[config.mk]
export PLATFORM = sky130hd
export DESIGN_NAME = aoi21_pipe_bank
export DESIGN_NICKNAME = d
export VERILOG_FILES = /design/src/rtl/gf180mcu_osu_sc_pkg.sv /design/src/rtl/aoi21_pipe_stage.sv /design/src/rtl/aoi21_pipe_bank.sv
export SDC_FILE = /design/constraint.sdc
export NUM_CORES = 1
export LEC_CHECK = 0
export BUFFER_PORTS_ARGS = -buffer_cell sky130_fd_sc_hd__buf_2
export CAP_MARGIN = 20
export CORE_MARGIN = 2
export CORE_UTILIZATION = 34
export DETAILED_ROUTE_END_ITERATION = 6
export HOLD_SLACK_MARGIN = 0.02
export SETUP_SLACK_MARGIN = 0.05
export SYNTH_ARGS = -nofsm -noshare
export SYNTH_HDL_FRONTEND = slang
export SYNTH_SLANG_ARGS = --single-unit
export TNS_END_PERCENT = 5
[constraint.sdc]
create_clock -name CLK -period 3.9 [get_ports CLK]
set_input_delay 0.585 -clock CLK [delete_from_list [all_inputs] [get_ports CLK]]
set_output_delay 0.585 -clock CLK [all_outputs]
set_load 0.01 [all_outputs]
[src/rtl/gf180mcu_osu_sc_pkg.sv]
// Shared definitions for the AOI21 pipeline bank: parameter limits and the
// per-bit AOI21 function.
package gf180mcu_osu_sc_pkg;

    localparam int WIDTH_MAX  = 64;
    localparam int STAGES_MAX = 8;

    function automatic logic aoi21_f(input logic a0, input logic a1, input logic b);
        return ~((a0 & a1) | b);
    endfunction

endpackage

[src/rtl/aoi21_pipe_stage.sv]
// One data+valid register slice of the AOI21 pipeline with load/hold.
// With GF180_AOI21_PIPE_SCAN_EN defined the data bits also shift as a scan chain.
module aoi21_pipe_stage
    import gf180mcu_osu_sc_pkg::*;
#(
    parameter int WIDTH = 8
) (
    input  logic             clk,
    input  logic             rst,
    input  logic             load,
`ifdef GF180_AOI21_PIPE_SCAN_EN
    input  logic             scan_en,
    input  logic             scan_in,
    output logic             scan_out,
`endif
    input  logic [WIDTH-1:0] d_in,
    input  logic             v_in,
    output logic [WIDTH-1:0] d_out,
    output logic             v_out
);

    logic [WIDTH-1:0] data_d, data_q;
    logic             vld_d, vld_q;

    // next state: scan shift has priority, then load, else hold
    always_comb begin
        data_d = data_q;
        vld_d  = vld_q;
`ifdef GF180_AOI21_PIPE_SCAN_EN
        if (scan_en) begin
            data_d[0] = scan_in;
            for (int i = 1; i < WIDTH; i++) begin
                data_d[i] = data_q[i-1];
            end
        end else if (load) begin
            data_d = d_in;
            vld_d  = v_in;
        end else begin
            data_d = data_q;
        end
`else
        if (load) begin
            data_d = d_in;
            vld_d  = v_in;
        end else begin
            data_d = data_q;
        end
`endif
    end

    // slice registers
    always_ff @(posedge clk or posedge rst) begin
        if (rst) begin
            data_q <= {WIDTH{1'b0}};
            vld_q  <= 1'b0;
        end else begin
            data_q <= data_d;
            vld_q  <= vld_d;
        end
    end

    assign d_out = data_q;
    assign v_out = vld_q;
`ifdef GF180_AOI21_PIPE_SCAN_EN
    assign scan_out = data_q[WIDTH-1];
`endif

endmodule

[src/rtl/aoi21_pipe_bank.sv]
// WIDTH-bit AOI21 bank feeding a STAGES-deep valid/ready pipeline with occupancy count.
// Optional scan chain over the data registers with GF180_AOI21_PIPE_SCAN_EN.
module aoi21_pipe_bank
    import gf180mcu_osu_sc_pkg::*;
#(
    parameter int WIDTH  = 8,
    parameter int STAGES = 2
) (
    input  logic                        CLK,
    input  logic                        R,
    input  logic [WIDTH-1:0]            A0,
    input  logic [WIDTH-1:0]            A1,
    input  logic [WIDTH-1:0]            B,
    input  logic                        IN_VLD,
    output logic                        IN_RDY,
    output logic [WIDTH-1:0]            Y,
    output logic                        OUT_VLD,
    input  logic                        OUT_RDY,
`ifdef GF180_AOI21_PIPE_SCAN_EN
    input  logic                        SE,
    input  logic                        SI,
    output logic                        SO,
`endif
    output logic [$clog2(STAGES+1)-1:0] CNT
);

    localparam int CW = $clog2(STAGES + 1);

    if (WIDTH < 1 || WIDTH > WIDTH_MAX || STAGES < 1 || STAGES > STAGES_MAX) begin : g_param_bad
        $error("aoi21_pipe_bank: WIDTH or STAGES out of range");
    end

    logic [WIDTH-1:0]  f_s;
    logic [WIDTH-1:0]  d_s [STAGES];
    logic [STAGES-1:0] v_s;
    logic [STAGES-1:0] adv_s;
    logic              se_s;
    logic              in_xfer_s, out_xfer_s;
    logic [CW-1:0]     cnt_d, cnt_q;

`ifdef GF180_AOI21_PIPE_SCAN_EN
    logic scan_c_s [STAGES+1];
    assign se_s        = SE;
    assign scan_c_s[0] = SI;
    assign SO          = scan_c_s[STAGES];
`else
    assign se_s = 1'b0;
`endif

    // combinational AOI21 front end
    always_comb begin
        f_s = {WIDTH{1'b0}};
        for (int i = 0; i < WIDTH; i++) begin
            f_s[i] = aoi21_f(A0[i], A1[i], B[i]);
        end
    end

    // advance chain from the output back; an empty slot always advances so bubbles collapse
    always_comb begin
        logic carry;
        adv_s = {STAGES{1'b0}};
        carry = ~v_s[STAGES-1] | OUT_RDY;
        adv_s[STAGES-1] = carry;
        for (int k = STAGES - 2; k >= 0; k--) begin
            carry    = ~v_s[k] | carry;
            adv_s[k] = carry;
        end
    end

    assign IN_RDY     = adv_s[0] & ~se_s;
    assign OUT_VLD    = v_s[STAGES-1] & ~se_s;
    assign Y          = d_s[STAGES-1];
    assign in_xfer_s  = IN_VLD & IN_RDY;
    assign out_xfer_s = OUT_VLD & OUT_RDY;

    for (genvar k = 0; k < STAGES; k++) begin : g_stage
        logic [WIDTH-1:0] d_in_s;
        logic             v_in_s;
        if (k == 0) begin : g_first
            assign d_in_s = f_s;
            assign v_in_s = IN_VLD;
        end else begin : g_next
            assign d_in_s = d_s[k-1];
            assign v_in_s = v_s[k-1];
        end
        aoi21_pipe_stage #(.WIDTH(WIDTH)) u_stage (
            .clk      (CLK),
            .rst      (R),
            .load     (adv_s[k]),
`ifdef GF180_AOI21_PIPE_SCAN_EN
            .scan_en  (SE),
            .scan_in  (scan_c_s[k]),
            .scan_out (scan_c_s[k+1]),
`endif
            .d_in     (d_in_s),
            .v_in     (v_in_s),
            .d_out    (d_s[k]),
            .v_out    (v_s[k])
        );
    end

    // occupancy: +1 on input only, -1 on output only
    always_comb begin
        cnt_d = cnt_q;
        case ({in_xfer_s, out_xfer_s})
            2'b10:   cnt_d = cnt_q + CW'(1);
            2'b01:   cnt_d = cnt_q - CW'(1);
            default: cnt_d = cnt_q;
        endcase
    end

    // occupancy register
    always_ff @(posedge CLK or posedge R) begin
        if (R) begin
            cnt_q <= {CW{1'b0}};
        end else begin
            cnt_q <= cnt_d;
        end
    end

    assign CNT = cnt_q;

endmodule

==> flow_summary_export.csv, run 1 <==
group,metric,value,unit
yosys,yosysWarnings,0,
drt,routed_wl,1.485,mm
placement,post-place-ws,1.692,ns
global_routing,grt_overflow_total,0,
final_layout,final_util,45.42,%
die,die_area,0.002943,mm^2
timing,min_period,2.153,ns
final_layout,drive_gt1_share,62.63,%
drt,ant_nets,0,
timing,tightestPinTransition,0.7324,ns
timing,fin_tns_setup,0,ns
critical_path,r2r_slack,2.10,ns
placement,io_buffers,39,
critical_path,cpMaxStageDelayCell,"nor2b_2",
drt,drt_first_pass_iters,3,
clock_tree,cts_resized,0,
critical_path,path_delay_family,"simple AND/OR/NAND/NOR gates",
critical_path,r2r_start,"g_stage[1].u_stage.v_out",
job,maxCapViolations,0,
critical_path,crit_chain,"nor2b_2 > nand2_4 > buf_2",
die,ioPinCount,40,
timing,rsz0062_at_grt,"false",
drt,num_vias,587,
yosys,syn_nets,87,
critical_path,worstReg2RegEnd,"CNT[1]",
final_layout,nNetsFinal,129,
clock_tree,cts_setup_buffers,0,
critical_path,critPathMaxStageDelay,0.48,ns
final_layout,area_growth,28.72,%
drt,drt_first_iter_violations,2,
yosys,avgSynthCellArea,14.80,um^2
critical_path,critPathMaxFanout,11,
critical_path,rr_worst_depth,6,
die,dieHeight,54.25,um
timing,finalWorstSetupSlack,1.747,ns
yosys,synth_cell_types,16,
global_routing,grt_usage,11.93,%
pwr,powerDensity,457.7,mW/mm^2
pwr,peakVddDrop,0.2840,mV
clock_tree,clock_sink_count,20,
clock_tree,cts_buffers,3,
clock_tree,cts_tree,"done",
timing,max_freq,464.5,MHz
clock_tree,insertion_delay,0.30,ns
critical_path,cp-end-kind,"output port",
min_path,min-delay-path-class,"in2async",
die,die_width,54.25,um
yosys,synth_seq_cells,20,
critical_path,worst-path-buf-inv,1,
global_routing,antenna_found_initial,0,
yosys,synth_area,858.3,um^2
critical_path,start_kind,"register",
clock_tree,cts_root_buffer,"clkbuf_4",
clock_tree,clk_pin_slew_worst_paths,0.11,ns
timing,slew_violations,0,
drt,wl_per_cell,11.51,um
global_routing,first_global_vias,538,
placement,gp_congestion,0.5948,
critical_path,cp.required,3.31,ns
global_routing,grt_max_degree,21,
clock_tree,postCtsHoldBufs,0,
die,rows,18,
timing,maxSlewHeadroom,51.12,%
die,core-area,0.002432,mm^2
critical_path,path_class,"reg2out",
clock_tree,cts_max_level,1,
drt,viasPerCell,4.550,
yosys,yosysSeqAreaShare,58.31,%
yosys,syn-instance-count,58,
timing,finalHoldViolCount,0,
global_routing,grt_pass1_wl,2.346,mm
final_layout,diodes,0,
die,initial_core_util,35.29,%
status,status,"completed",
clock_tree,clock_path_buffers,2,
drt,post-route-drc-count,0,
pwr,power_leakage,0.0005776,uW
timing,setup_viol_count_final,0,
timing,period_share,55.20,%
critical_path,startpoint,"g_stage[1].u_stage.v_out",
placement,hpwlAfterDp,1.157,mm
critical_path,cp_data_arrival_time,1.57,ns
timing,skew,0.004788,ns
[flip-flops by register name, indices dropped and copies added, names as in the netlist]
| name | cells |
|---|---|
| CNT | 2 |
| g_stage.u_stage.v_out | 2 |
| g_stage.u_stage.d_out | 16 |
[per-layer routing]
layer | up-vias | track usage (%) | wire [um]
met3 | 2 | 6.284 | 135
met4 | 0 | 3.750 | 12
met5 | - | 0 | 0
li1 | 280 | - | -
met1 | 281 | 13.78 | 588
met2 | 24 | 19.08 | 749
[report_power, final]
part	internal [uW]	switching [uW]	total [uW]	leakage, uW
clock network	57.0	62.2	119	0.0000210
logic	69.0	53.1	122	0.000315
registers	243	21.7	264	0.000241
[layout by cell type (no fill, tap or decap)]
cell type / n
buf_2: 39
dfrtp_1: 20
mux2_2: 9
a21oi_1: 8
mux2_4: 7
clkbuf_4: 3
xnor2_1: 2
nor2b_2: 1
nand2_4: 1
and2_1: 1
nand2_1: 1
inv_1: 1
or2_2: 1
nand2b_1: 1
nor2_1: 1
xor2_1: 1
ha_1: 1
clkbuf_8: 1
[how the worst max path moves through the flow]
stage               endpoint  slack, ns  cells after the start
floorplan             CNT[1]       2.23                      8
global placement      IN_RDY       1.73                      4
detailed placement    IN_RDY       1.69                      4
CTS                   IN_RDY       1.69                      3
global route          IN_RDY       1.55                      3
finish                IN_RDY       1.75                      3
[through the flow]
stage               hold slack, ns  cells  cell area (um^2)  power [uW]
floorplan                   0.4766     58             858.3       345.0
global placement            0.4579    125              1069       389.0
detailed placement          0.4717    125              1069       395.4
CTS                         0.4104    129              1105       516.9
global route                0.4348    129              1105       539.5
finish                      0.3844    129              1105       505.7
[synth_stat cells, drive strengths merged]
| cell type | instances | area share, % |
|---|---|---|
| nand2b | 1 | 0.73 |
| dfrtp | 20 | 58 |
| nand2 | 2 | 1.7 |
| ha | 1 | 1.5 |
| nor2b | 1 | 1.0 |
| buf | 2 | 2.6 |
| nor2 | 1 | 0.44 |
| xor2 | 1 | 1.0 |
| and2 | 1 | 0.73 |
| xnor2 | 2 | 2.0 |
| inv | 1 | 0.44 |
| a21oi | 8 | 4.7 |
| or2 | 1 | 0.73 |
| mux2 | 16 | 24 |
[cell families after synthesis]
| family | Yosys count | synth area share [%] |
|---|---|---|
| AO/OA/AOI/OAI | 8 | 4.665 |
| XOR/XNOR | 3 | 3.062 |
| adder cells (fa/ha/maj) | 1 | 1.457 |
| buffers and inverters | 3 | 3.061 |
| flip-flops | 20 | 58.31 |
| multiplexers | 16 | 24.05 |
| AND/OR/NAND/NOR | 7 | 5.394 |
[final cells by class]
| cell class | count | area (um^2) |
|---|---|---|
| fill | 241 | 1328 |
| multi-input combinational | 35 | 331.6 |
| timing repair buffer | 39 | 195.2 |
| inverter | 1 | 3.754 |
| sequential | 20 | 500.5 |
| tap | 30 | 37.54 |
| clock buffer | 4 | 36.28 |
Note: power is estimated with default switching activity, not from simulation.
==> run 2, diff against run 1 <==
--- a/config.mk
+++ b/config.mk
@@ -5,6 +5,7 @@
 export SDC_FILE = /design/constraint.sdc
 export NUM_CORES = 1
 export LEC_CHECK = 0
+export ABC_AREA = 1
 export BUFFER_PORTS_ARGS = -buffer_cell sky130_fd_sc_hd__buf_2
 export CAP_MARGIN = 20
 export CORE_MARGIN = 2
==> constraint.sdc (replaced) <==
create_clock -name CLK -period 1.9 [get_ports CLK]
set_input_delay 0.285 -clock CLK [delete_from_list [all_inputs] [get_ports CLK]]
set_output_delay 0.285 -clock CLK [all_outputs]
set_load 0.01 [all_outputs]
==> run 2 against run 1 <==
Compared with the run above:
- clock-buffer cell count stayed put
- non-clock buffer count up 1
- die area grew 2.0%
- first-iteration DRC count grew to 6.5 times the previous value
- wire length up 23%
- clock skew is essentially flat
- register-to-register slack worse by 1.7 ns
- via count grew 33%
- power increased by 110%
- worst setup slack got worse by 1.5 ns
- largest power group unchanged
- largest cell class unchanged
==> flow_summary_export.csv, run 2 <==
group,metric,value,unit
job,maxCapViolations,0,
clock_tree,cts_tree,"done",
final_layout,final_common_cell,"nand2_1",
final_layout,drive_gt1_share,33.57,%
clock_tree,cts_resized,0,
yosys,yosysSeqAreaShare,57.06,%
drt,drt_first_iter_violations,13,
die,die_width,54.79,um
min_path,min-delay-path-class,"in2async",
clock_tree,cts_root_buffer,"clkbuf_4",
global_routing,grt_pass1_wl,2.891,mm
drt,routed_wl,1.821,mm
critical_path,startpoint,"g_stage[1].u_stage.v_out",
global_routing,first_global_vias,671,
yosys,syn_nets,130,
yosys,synthMuxAreaShare,0,%
yosys,avgSynthCellArea,8.684,um^2
yosys,synth-edff-count,0,
die,core-area,0.002455,mm^2
pwr,powerDensity,945.1,mW/mm^2
critical_path,cp_data_arrival_time,1.38,ns
global_routing,antenna_found_initial,0,
final_layout,fillCellCount,245,
status,status,"completed",
pwr,power_leakage,0.0006703,uW
clock_tree,cts_buffers,3,
yosys,synth_top_family_by_area,"simple AND/OR/NAND/NOR gates",
drt,wl_per_cell,10.53,um
pwr,peakVddDrop,0.4078,mV
yosys,synthArstFlopShare,100.0,%
die,rows,18,
drt,drt_first_pass_iters,4,
yosys,synth_top_cell_by_area,"dfrtp_1",
critical_path,rr_worst_depth,7,
yosys,synth_top_area_share,57.06,%
timing,finalHoldViolCount,0,
clock_tree,insertion_delay,0.29,ns
die,die_area,0.003002,mm^2
final_layout,diodes,0,
global_routing,grt_overflow_total,0,
drt,ant_nets,0,
critical_path,r2r_slack,0.43,ns
timing,maxSlewHeadroom,51.25,%
drt,viasPerCell,4.526,
global_routing,grt_max_degree,21,
yosys,synth_fa_ha_area_share,1.427,%
final_layout,largest_reg_flops,16,
clock_tree,clk_pin_slew_worst_paths,0.11,ns
timing,tightestPinTransition,0.7304,ns
placement,io_buffers,39,
critical_path,cp.required,1.62,ns
critical_path,r2r_start,"g_stage[1].u_stage.v_out",
timing,skew,0.004832,ns
clock_tree,clock_path_buffers,2,
die,dieHeight,54.79,um
critical_path,crit_chain,"nand3_4 > buf_4 > buf_2",
clock_tree,postCtsHoldBufs,0,
yosys,synth-simple-area-share,29.67,%
critical_path,cp-end-kind,"output port",
yosys,synth.most_common_cell,"nand2_1",
critical_path,critPathMaxFanout,12,
timing,min_period,1.667,ns
drt,num_vias,783,
global_routing,grt_usage,14.03,%
yosys,synth_xor_area_share,0.9986,%
timing,rsz0062_at_grt,"false",
yosys,synth_area_leaders,"dfrtp_1, nand2_1, nand3_1",
yosys,synthTopCellsByCount,"nand2_1, dfrtp_1, nand3_1, a21oi_1, inv_1",
critical_path,worst-path-buf-inv,2,
pwr,power,1073,uW
critical_path,start_kind,"register",
yosys,synth_seq_cells,20,
clock_tree,cts_max_level,1,
timing,slew_violations,0,
timing,setup_viol_count_final,0,
critical_path,worstReg2RegEnd,"CNT[1]",
critical_path,critPathMaxStageDelay,0.64,ns
final_layout,final_cell_mix,"nand2_1, buf_2, dfrtp_1",
yosys,synth_ff_type,"dfrtp_1",
timing,max_freq,599.9,MHz
critical_path,path_class,"reg2out",
clock_tree,cts_setup_buffers,0,
placement,hpwlAfterDp,1.379,mm
die,ioPinCount,40,
yosys,syn-instance-count,101,
timing,period_share,87.74,%
critical_path,cpMaxStageDelayCell,"dfrtp_1",
timing,fin_tns_setup,0,ns
placement,gp_congestion,0.7762,
clock_tree,clock_sink_count,20,
yosys,synth_area,877.1,um^2
final_layout,area_growth,29.39,%
yosys,yosysWarnings,0,
drt,post-route-drc-count,0,
critical_path,path_delay_family,"flip-flops",
yosys,synth_compound_area_share,4.565,%
final_layout,nNetsFinal,173,
die,initial_core_util,35.73,%
yosys,synth_cell_types,14,
## run 2: metrics by stage
step           hold slack, ns  utilization (%)  instance area [um^2]  std cells  setup slack, ns
6_report              0.09027            46.23                  1135        173           0.2330
3_3_place_gp           0.4424            44.75                  1099        169           0.5264
2_1_floorplan          0.2488                -                 877.1        101           0.5442
4_1_cts                0.1202            46.23                  1135        173           0.2201
3_5_place_dp           0.4493            44.75                  1099        169           0.4457
5_1_grt                0.1356            46.23                  1135        173           0.1507
## run 2: worst max path at each step
stage	slack, ns	cells after the start	to
6_report	0.23	3	IN_RDY
5_1_grt	0.15	3	IN_RDY
2_1_floorplan	0.54	8	CNT[1]
3_5_place_dp	0.45	7	CNT[1]
4_1_cts	0.22	3	IN_RDY
3_3_place_gp	0.53	7	CNT[1]
## run 2: logic make-up after synthesis
family	after synthesis
adder cells (fa/ha/maj)	1
AND/OR/NAND/NOR	60
AO/OA/AOI/OAI	8
buffers and inverters	11
XOR/XNOR	1
flip-flops	20
## run 2: report_power, final
| part | leakage (uW) | internal (uW) | switching (uW) |
|---|---|---|---|
| Combinational | 0.000403 | 118 | 151 |
| Sequential | 0.000246 | 501 | 59.9 |
| Clock | 0.0000210 | 117 | 125 |
## run 2: area by class of cell
cell class	count	area, um^2	share of cell area (%)
inverters	9	36.28	3.197
clock buffers	4	36.28	3.197
multi-input cells	70	321.6	28.34
repair buffers	40	202.7	17.86
well taps	30	37.54	3.308
flip-flops and latches	20	500.5	44.10
## run 2: per-layer routing
metal / vias up / global-route usage, % / share of wire, %
met5: - / 0 / 0
met4: 0 / 10.00 / 1.5
met3: 2 / 1.639 / 5.8
met2: 30 / 22.42 / 48
met1: 350 / 17.38 / 44
li1: 401 / - / -
==> run 3, diff against run 2 <==
--- a/config.mk
+++ b/config.mk
@@ -15,5 +15,6 @@
 export SETUP_SLACK_MARGIN = 0.05
 export SYNTH_ARGS = -nofsm -noshare
 export SYNTH_HDL_FRONTEND = slang
+export SYNTH_HIERARCHICAL = 1
 export SYNTH_SLANG_ARGS = --single-unit
 export TNS_END_PERCENT = 5
==> constraint.sdc (replaced) <==
create_clock -name CLK -period 1.9 [get_ports CLK]
set_input_delay 0.38 -clock CLK [delete_from_list [all_inputs] [get_ports CLK]]
set_output_delay 0.38 -clock CLK [all_outputs]
set_load 0.01 [all_outputs]
==> run 3 against run 2 <==
Compared with the run above:
- flip-flop and latch count did not move
- final area fell by 0.55%
- die area rose by 0.13%
- cell count rose by 3.5%
- first-iteration DRC count fell by 69%
- power fell by 7.9%
- critical path type unchanged
- largest cell class unchanged
- largest power group unchanged
- highest routed layer unchanged
==> flow_summary_export.csv, run 3 <==
group,metric,value,unit
final_layout,fin_area,0.001129,mm^2
global_routing,antenna_found_initial,0,
yosys,syn-instance-count,107,
clock_tree,clock_sink_count,20,
timing,setup_viol_count_final,0,
pwr,powerDensity,875.3,mW/mm^2
yosys,syn_nets,136,
clock_tree,postCtsHoldBufs,1,
yosys,synth-edff-count,0,
pwr,peakVddDrop,0.4466,mV
yosys,synth_area_leaders,"dfrtp_1, nand2_1, a21oi_1",
timing,rsz0062_at_grt,"false",
critical_path,critPathMaxFanout,11,
final_layout,area_growth,28.49,%
die,dieHeight,54.83,um
yosys,synth_cell_types,12,
global_routing,met1_usage,15.68,%
status,status,"completed",
timing,slew_violations,0,
drt,ant_nets,0,
critical_path,cpMaxStageDelayCell,"dfrtp_1",
final_layout,diodes,0,
timing,whs,0.3132,ns
clock_tree,clock_path_buffers,2,
timing,period_share,80.42,%
yosys,synth_seq_cells,20,
global_routing,met2_usage,21.23,%
global_routing,gr-usage-met3,1.639,%
die,rows,18,
final_layout,nNetsFinal,180,
timing,max_freq,654.5,MHz
clock_tree,cts_root_buffer,"clkbuf_4",
drt,drt_first_iter_violations,4,
global_routing,grt_overflow_total,0,
yosys,synth_ff_type,"dfrtp_1",
critical_path,cp_data_arrival_time,1.15,ns
critical_path,cp-end-kind,"output port",
clock_tree,clk_pin_slew_worst_paths,0.10,ns
drt,num_vias,783,
drt,routed_wl,1.677,mm
final_layout,fillCellCount,268,
global_routing,busiest_layer,"met2",
clock_tree,cts_max_level,1,
placement,hpwlAfterDp,1.412,mm
global_routing,grt_max_degree,12,
placement,gp_congestion,0.7534,
critical_path,path_class,"reg2out",
final_layout,final_cell_mix,"nand2_1, buf_2, dfrtp_1",
yosys,synthArstFlopShare,100.0,%
min_path,min-delay-path-class,"in2reg",
drt,drt_first_pass_iters,3,
timing,tightestPinTransition,0.3421,ns
pwr,power_leakage,0.0006856,uW
pwr,power,987.8,uW
global_routing,grt_pass1_wl,2.697,mm
critical_path,start_kind,"register",
timing,skew,0.0007016,ns
clock_tree,insertion_delay,0.28,ns
die,core-area,0.002455,mm^2
yosys,synth_top_area_share,56.98,%
yosys,yosysWarnings,6,
global_routing,grt_usage,12.93,%
die,ioPinCount,40,
final_layout,ff_latch_area,500.5,um^2
die,die_area,0.003006,mm^2
critical_path,critPathMaxStageDelay,0.43,ns
yosys,synth_area,878.3,um^2
critical_path,cp.required,1.52,ns
timing,maxSlewHeadroom,77.17,%
die,die_width,54.83,um
clock_tree,cts_buffers,3,
placement,io_buffers,39,
clock_tree,cts_tree,"done",
die,initial_core_util,35.78,%
critical_path,crit_chain,"nand3_1 > buf_4 > buf_2",
clock_tree,cts_resized,0,
final_layout,final_common_cell,"nand2_1",
drt,viasPerCell,4.374,
timing,min_period,1.528,ns
yosys,synth_top_cell_by_area,"dfrtp_1",
placement,placed_area,0.001096,mm^2
yosys,yosysSeqAreaShare,56.98,%
drt,post-route-drc-count,0,
timing,finalHoldViolCount,0,
clock_tree,cts_setup_buffers,0,
final_layout,largest_reg_flops,16,
final_layout,multi_input_area,314.1,um^2
drt,wl_per_cell,9.369,um
job,maxCapViolations,0,
yosys,synth.most_common_cell,"nand2_1",
critical_path,path_delay_family,"flip-flops",
yosys,avgSynthCellArea,8.209,um^2
critical_path,worst-path-buf-inv,2,
yosys,synthTopCellsByCount,"nand2_1, dfrtp_1, inv_1, a21oi_1",
timing,fin_tns_setup,0,ns
global_routing,first_global_vias,671,
final_layout,drive_gt1_share,31.54,%
run 3: report_power, final:
group	switching (uW)	internal [uW]
Sequential	48.5	497
Clock	110	73.5
Combinational	144	115
Total	303	685
run 3: worst min-delay path, cell delays in order:
cell	delay [ns]
buf_2	0.09
nand2_1	0.04
nand2_1	0.06
run 3: kinds of logic (layout without fill, tap and decap cells):
family	Yosys count	after routing	synth area share [%]
compound gates	8	8	4.559
simple gates	64	64	28.78
buf+inv	13	55	7.265
flops	20	20	56.98
xor+xnor	1	1	0.9973
fa+ha+maj	1	1	1.424
run 3: per-stage QoR:
| step | util (%) | setup slack, ns | cells |
|---|---|---|---|
| final | 45.97 | 0.3721 | 179 |
| after global routing | 45.97 | 0.2998 | 179 |
| after CTS | 45.97 | 0.3509 | 179 |
| after detailed placement | 44.65 | 0.5638 | 175 |
| after global placement | 44.65 | 0.5781 | 175 |
| after floorplan | - | 0.5586 | 107 |
run 3: final timing paths:
path	from	endpoint	slack [ns]	depth (start not counted)
worst max-delay path	g_stage[1].u_stage/v_out	IN_RDY	0.37	3
worst min-delay path	IN_VLD	g_stage[0].u_stage/v_out	0.31	3
worst max register to register	g_stage[1].u_stage/v_out	CNT[1]	0.63	7
worst min register to register	g_stage[1].u_stage/d_out[0]	g_stage[1].u_stage/d_out[0]	0.47	2
max in group asynchronous	R	g_stage[0].u_stage/d_out[0]	1.04	3
min in group asynchronous	R	CNT[1]	0.50	3
run 3: final cells by class:
type | instances | share of cell area, %
Sequential cell | 20 | 44.35
Timing Repair Buffer | 41 | 18.85
Multi-Input combinational cell | 74 | 27.83
Tap cell | 30 | 3.326
Inverter | 11 | 3.659
Clock buffer | 3 | 1.996
run 3: layer usage:
metal  up-vias  part of all wire, %
li1        411                    -
met5         -                    0
met4         0                  1.6
met1       347                   44
met3         2                  6.4
met2        23                   48
